<file path="src/rtl/ads868x_frame_packer.sv">
// ADS868x frame packer: latches per-channel conversions into a shadow file and,
// once per tick period, streams a marker beat plus a 32-beat snapshot on AXI-Stream.
module ads868x_frame_packer #(
    parameter int unsigned C_TICK_PERIOD = 125000,
    parameter int unsigned C_N_CH        = 32
) (
    input  logic        aclk,
    input  logic        aresetn,
    input  logic        s_sample_valid,
    input  logic [4:0]  s_sample_ch,
    input  logic [15:0] s_sample_data,
    output logic [55:0] m_axis_tdata,
    output logic        m_axis_tvalid,
    input  logic        m_axis_tready,
    output logic        frame_overrun,
    output logic [15:0] overrun_cnt
);
    localparam int            CW        = $clog2(C_TICK_PERIOD);
    localparam logic [CW-1:0] TICK_LAST = CW'(C_TICK_PERIOD - 1);
    localparam logic [4:0]    IDX_LAST  = 5'(C_N_CH - 1);

    typedef enum logic [1:0] {IDLE, MARK, DATA} state_t;

    logic [CW-1:0] tick_cnt_reg;
    logic          tick;
    state_t        state_reg, state_next;
    logic [4:0]    idx_reg, idx_next;
    logic [15:0]   seq_reg, seq_next, seq_inc;
    logic [55:0]   tdata_reg, tdata_next;
    logic          tvalid_reg, tvalid_next;
    logic          overrun_reg, overrun_next;
    logic [15:0]   ocnt_reg, ocnt_next;
    logic          snap_load;
    logic [15:0]   snap_data [C_N_CH];
    logic [C_N_CH-1:0] snap_fresh;
    logic [4:0]    rd_idx;
    logic [55:0]   data_beat;

    assign tick = (tick_cnt_reg == TICK_LAST);

    always_ff @(posedge aclk) begin
        if (!aresetn) begin
            tick_cnt_reg <= '0;
        end else begin
            tick_cnt_reg <= tick ? '0 : tick_cnt_reg + CW'(1);
        end
    end

    // Per-channel shadow and snapshot; a write in the snapshot cycle lands in
    // shadow only, so the snapshot sees the pre-write value.
    genvar gi;
    generate
        for (gi = 0; gi < C_N_CH; gi++) begin : g_ch
            logic        hit;
            logic [15:0] shadow_reg;
            logic        fresh_reg;
            logic [15:0] snap_reg;
            logic        snap_fresh_reg;

            assign hit = s_sample_valid && (s_sample_ch == 5'(gi));

            always_ff @(posedge aclk) begin
                if (!aresetn) begin
                    shadow_reg     <= '0;
                    fresh_reg      <= 1'b0;
                    snap_reg       <= '0;
                    snap_fresh_reg <= 1'b0;
                end else begin
                    if (hit) begin
                        shadow_reg <= s_sample_data;
                    end
                    if (hit) begin
                        fresh_reg <= 1'b1;
                    end else if (snap_load) begin
                        fresh_reg <= 1'b0;
                    end
                    if (snap_load) begin
                        snap_reg       <= shadow_reg;
                        snap_fresh_reg <= fresh_reg;
                    end
                end
            end

            assign snap_data[gi]  = snap_reg;
            assign snap_fresh[gi] = snap_fresh_reg;
        end
    endgenerate

    // Next beat to load after a handshake: beat 0 after the marker, else idx+1.
    assign rd_idx    = (state_reg == MARK) ? 5'd0 : idx_reg + 5'd1;
    assign data_beat = {seq_reg, 15'd0, snap_fresh[rd_idx], 3'b000, rd_idx, snap_data[rd_idx]};
    assign seq_inc   = seq_reg + 16'd1;

    always_comb begin
        state_next   = state_reg;
        idx_next     = idx_reg;
        seq_next     = seq_reg;
        tdata_next   = tdata_reg;
        tvalid_next  = tvalid_reg;
        overrun_next = 1'b0;
        ocnt_next    = ocnt_reg;
        snap_load    = 1'b0;

        unique case (state_reg)
            IDLE: begin
                if (tick) begin
                    snap_load   = 1'b1;
                    seq_next    = seq_inc;
                    state_next  = MARK;
                    tvalid_next = 1'b1;
                    tdata_next  = {seq_inc, 15'd0, 1'b0, 8'hFF, seq_inc};
                end
            end
            MARK: begin
                if (m_axis_tready) begin
                    state_next = DATA;
                    idx_next   = 5'd0;
                    tdata_next = data_beat;
                end
            end
            DATA: begin
                if (m_axis_tready) begin
                    if (idx_reg == IDX_LAST) begin
                        state_next  = IDLE;
                        tvalid_next = 1'b0;
                    end else begin
                        idx_next   = rd_idx;
                        tdata_next = data_beat;
                    end
                end
            end
            default: state_next = IDLE;
        endcase

        if (tick && (state_reg != IDLE)) begin
            overrun_next = 1'b1;
            if (ocnt_reg != 16'hFFFF) begin
                ocnt_next = ocnt_reg + 16'd1;
            end
        end
    end

    always_ff @(posedge aclk) begin
        if (!aresetn) begin
            state_reg   <= IDLE;
            idx_reg     <= '0;
            seq_reg     <= '0;
            tdata_reg   <= '0;
            tvalid_reg  <= 1'b0;
            overrun_reg <= 1'b0;
            ocnt_reg    <= '0;
        end else begin
            state_reg   <= state_next;
            idx_reg     <= idx_next;
            seq_reg     <= seq_next;
            tdata_reg   <= tdata_next;
            tvalid_reg  <= tvalid_next;
            overrun_reg <= overrun_next;
            ocnt_reg    <= ocnt_next;
        end
    end

    assign m_axis_tdata  = tdata_reg;
    assign m_axis_tvalid = tvalid_reg;
    assign frame_overrun = overrun_reg;
    assign overrun_cnt   = ocnt_reg;
endmodule

</file>
<file path="config.mk">
export PLATFORM = sky130hd
export DESIGN_NAME = ads868x_frame_packer
export DESIGN_NICKNAME = d
export VERILOG_FILES = /design/src/rtl/ads868x_frame_packer.sv
export SDC_FILE = /design/constraint.sdc
export NUM_CORES = 2
export LEC_CHECK = 0
export BUFFER_PORTS_ARGS = -buffer_cell sky130_fd_sc_hd__buf_2
export CORE_MARGIN = 2
export CORE_UTILIZATION = 35
export DETAILED_ROUTE_END_ITERATION = 8
export SYNTH_ARGS = -nofsm -noshare
export SYNTH_HDL_FRONTEND = slang
export SYNTH_SLANG_ARGS = --single-unit
</file>
<file path="constraint.sdc">
create_clock -name aclk -period 2.3 [get_ports aclk]
set_input_delay 0.23 -clock aclk [delete_from_list [all_inputs] [get_ports aclk]]
set_output_delay 0.23 -clock aclk [all_outputs]
set_load 0.01 [all_outputs]
</file>
==> summary.md <==
| Metric | Value |
|---|---|
| Status | `complete, but fails checks` |
| Failing checks | `negative setup slack` |
| Iteration-0 DRC count of the detailed router | `between 4000 and 5000` |
| Syn_area_per_cell | `roughly 8 sq um` |
| Worst Path Class, Setup | `reg2reg` |
| Final worst-path cycle share | `1.03` |
| Hold Path End | `g_ch[14].shadow_reg[4]` |
| Worst-Skew Late Latency | `0.75 ns` |
| Post-Syn Area | `46700 sq um` |
| Vias | `42523` |
| FF-to-FF End | `m_axis_tdata[15]` |
| H-Tree Depth | `4` |
| Die Wd | `roughly 370 um` |
| Share of layout cells above drive strength 1 | `0.134` |
| Drt pass-1 iters | `6` |
| Vias/cell | `5.32` |
| Non-Filler Cell Area, Final | `between 50000 and 60000 sq um` |
| # port buffers | `83` |
| Post-synth EDFFs | `0` |
| Synth Flop Type | `dfxtp_1` |
| Worst Setup Start Kind | `flip-flop` |
| Area of the die | `roughly 140000 sq um` |
| Synth-to-layout area growth | `20.7%` |
| Sequential-to-total area share from yosys stat | `0.508` |
| Synthesized instance count | `5975` |
| Clk sinks | `roughly 1200` |
| Leak | `roughly 0.019 uW` |
| FFs w/ async S/R, synth | `0` |
| Final setup violation count | `11` |
| Starting Density | `0.354` |
| MaxCap Viol Count | `0` |
| DRC Markers | `0` |
| Final Max Tran Viols | `0` |
| Final nets | `about 6200` |
| Clock skew | `around 0.033 ns` |
| Post-DRT Antenna Nets | `0` |
| Critical R2R Launch | `idx_reg[0]` |
| CTS tree | `yes` |
| Clk slew on worst S/H paths | `0.06 ns` |
| Final hold vios | `0` |
| RSZ-0062 raised after global routing | `yes` |
| Hold_sp | `s_sample_data[4]` |
| Worst IR drop on VDD | `roughly 550 uV` |
| Final TNS setup | `-0.455 ns` |
| Clock Tree Root | `clkbuf_16` |
| Post-DP HPWL | `approximately 110000 um` |
| Max FO, Critical Path | `14` |
| Reg2reg path depth | `8` |
| Placer Congestion | `roughly 0.96` |
| Post-synthesis register bit count | `approximately 1200` |
| Syn. warnings | `0` |
| Tot GR Track Use | `0.234` |
| Crit-path slowest cell | `dfxtp_4` |
| Chip Height | `between 300 and 400 um` |
| R2R setup slack | `-0.07 ns` |
| DP Area | `51100 sq um` |
| Max-Slew Margin vs Limit | `0.453` |
| Initial antenna violation count | `9` |
| Cell area power density | `864 nW/um^2` |
| Synth top area cells | `dfxtp_1, nand2_1, a21oi_1` |
| Core footprint | `roughly 130000 sq um` |
| Setup crit end kind | `flip-flop` |
| Routed wire length | `~170000 um` |
| Cell taking the most area after synthesis | `dfxtp_1` |
| Top-area cell type share of the netlist area | `0.508` |
| Largest net degree at the start of global routing | `between 100 and 150` |
| Fillers | `13165` |
| Achievable Freq | `0.421 GHz` |
| Slew @ Worst Pin | `0.819 ns` |
| CTS Buf Count | `130` |
| Worst EP arrival | `3.02 ns` |
| Number of I/O pins | `slightly below 100` |
| Final worst slack | `-0.0743 ns` |
| Wire length per cell | `20.7 um` |
| Hold Path Class | `in2reg` |
| First-pass GRT wire length | `between 200000 and 250000 um` |
| Post-layout min period | `~2.4 ns` |
| Max incr delay on CP | `between 0.3 and 0.4 ns` |
| Worst hold path cell count | `3` |
| Critical path required time | `2.94 ns` |
| CP cell instances | `ha_4 -> xnor2_4 -> buf_4 -> clkbuf_16 -> mux4_2 -> o32ai_2 -> o21ai_2 -> a32o_1` |
| Synth cell types | `80` |
| GR Overflow Total | `0` |
| Vias in the first global route | `around 39000` |
| Row Count | `~130` |
| Worst-case clock buffer depth | `3` |
[metal layers]
metal	up-vias	GRT usage	wire (um)
li1	20165	-	-
met1	20502	0.334	74400
met2	1570	0.349	71300
met3	276	0.0471	14300
met4	10	0.0781	5140
met5	-	0	65
[worst max path at each step]
stage                       endpoint  slack, ns          from
finish              m_axis_tdata[15]      -0.07    idx_reg[0]
global route        m_axis_tdata[11]      -0.12    idx_reg[0]
CTS                  m_axis_tdata[5]       -0.1    idx_reg[0]
detailed placement   m_axis_tdata[5]      -0.38    idx_reg[0]
global placement    m_axis_tdata[24]      -0.40    idx_reg[0]
floorplan           m_axis_tdata[14]       0.12  state_reg[1]
[logic make-up after synthesis]
logic type               share of synthesized area
AO/OA/AOI/OAI                                0.172
XOR/XNOR                                    0.0137
adder cells (fa/ha/maj)                    0.00268
buffers and inverters                       0.0470
flip-flops                                   0.508
multiplexers                                0.0323
other                                    0.0000803
AND/OR/NAND/NOR                              0.224
[per-stage QoR]
stage / power (uW) / util / std cells / worst slack (ns) / hold slack, ns
floorplan: 24500 / - / 5989 / 0.123 / 0.366
global placement: 27400 / 0.387 / 7715 / -0.398 / 0.435
detailed placement: 27500 / 0.387 / 7715 / -0.378 / 0.441
CTS: 48500 / 0.423 / 7967 / -0.0979 / 0.0238
global route: 50100 / 0.427 / 7986 / -0.124 / 0.0591
finish: 48700 / 0.427 / 7989 / -0.0743 / 0.0574
[where the power goes]
| part | leakage, uW | internal, uW | total [uW] | switching (uW) |
|---|---|---|---|---|
| Clock | 0.00210 | 12200 | 21000 | 8750 |
| Sequential | 0.00955 | 20800 | 21100 | 224 |
| Combinational | 0.00716 | 2490 | 6610 | 4110 |
| Total | 0.0188 | 35600 | 48700 | 13100 |
[timing repair]
action	4_1_cts	5_1_grt
cloned	2	6
hold buffers	15	0
hold endpoints to repair	123	0
gates resized for setup	52	63
buffers inserted	9	14
endpoints found under the setup margin	37	237
pin swaps	11	17
[layout by cell type (no fill, tap or decap), types with 17 or more instances in the layout]
master / instances
nand2_1: 2266
dfxtp_1: 1181
a21oi_1: 1116
buf_4: 312
nor2_1: 179
clkbuf_16: 137
buf_2: 84
buf_12: 77
nand3_1: 53
a211oi_1: 41
mux4_2: 40
xnor2_1: 39
mux2i_1: 35
nor2b_1: 33
xor2_1: 31
o22ai_1: 29
clkbuf_8: 28
clkbuf_1: 28
o21ai_1: 27
nor3_1: 26
o21ai_0: 23
a31oi_1: 20
a221oi_1: 19
buf_6: 19
and3_1: 18
a22oi_1: 18
o221ai_1: 17
[cells in the mapped netlist (27+ instances only)]
library cell and instances:
a211oi_1 48, a21oi_1 1119, buf_2 132, buf_4 30
clkbuf_1 331, dfxtp_1 1185, mux2i_1 38, mux4_2 40
nand2_1 2269, nand3_1 53, nor2_1 186, nor2b_1 35
nor3_1 27, o21ai_0 37, o22ai_1 34, xnor2_1 39
xor2_1 32
[worst max-delay path: cells and delay by family (launching register included)]
kind | cells | cell delay, ns
fa+ha+maj | 1 | 0.20
mux | 1 | 0.35
flops | 1 | 0.36
compound gates | 3 | 0.62
xor+xnor | 1 | 0.29
buf+inv | 2 | 0.43
[final cells by class]
class | instances | area, sq um | area share
sequential | 1185 | 23700 | 0.421
multi-input combinational | 4295 | 21200 | 0.376
timing repair buffer | 516 | 4900 | 0.0869
clock buffer | 189 | 3820 | 0.0678
tap | 1755 | 2200 | 0.0390
clock inverter | 37 | 454 | 0.00806
inverter | 9 | 41.3 | 0.000733
antenna | 3 | 7.51 | 0.000133
No activity file was read; power rests on OpenSTA's default activity.
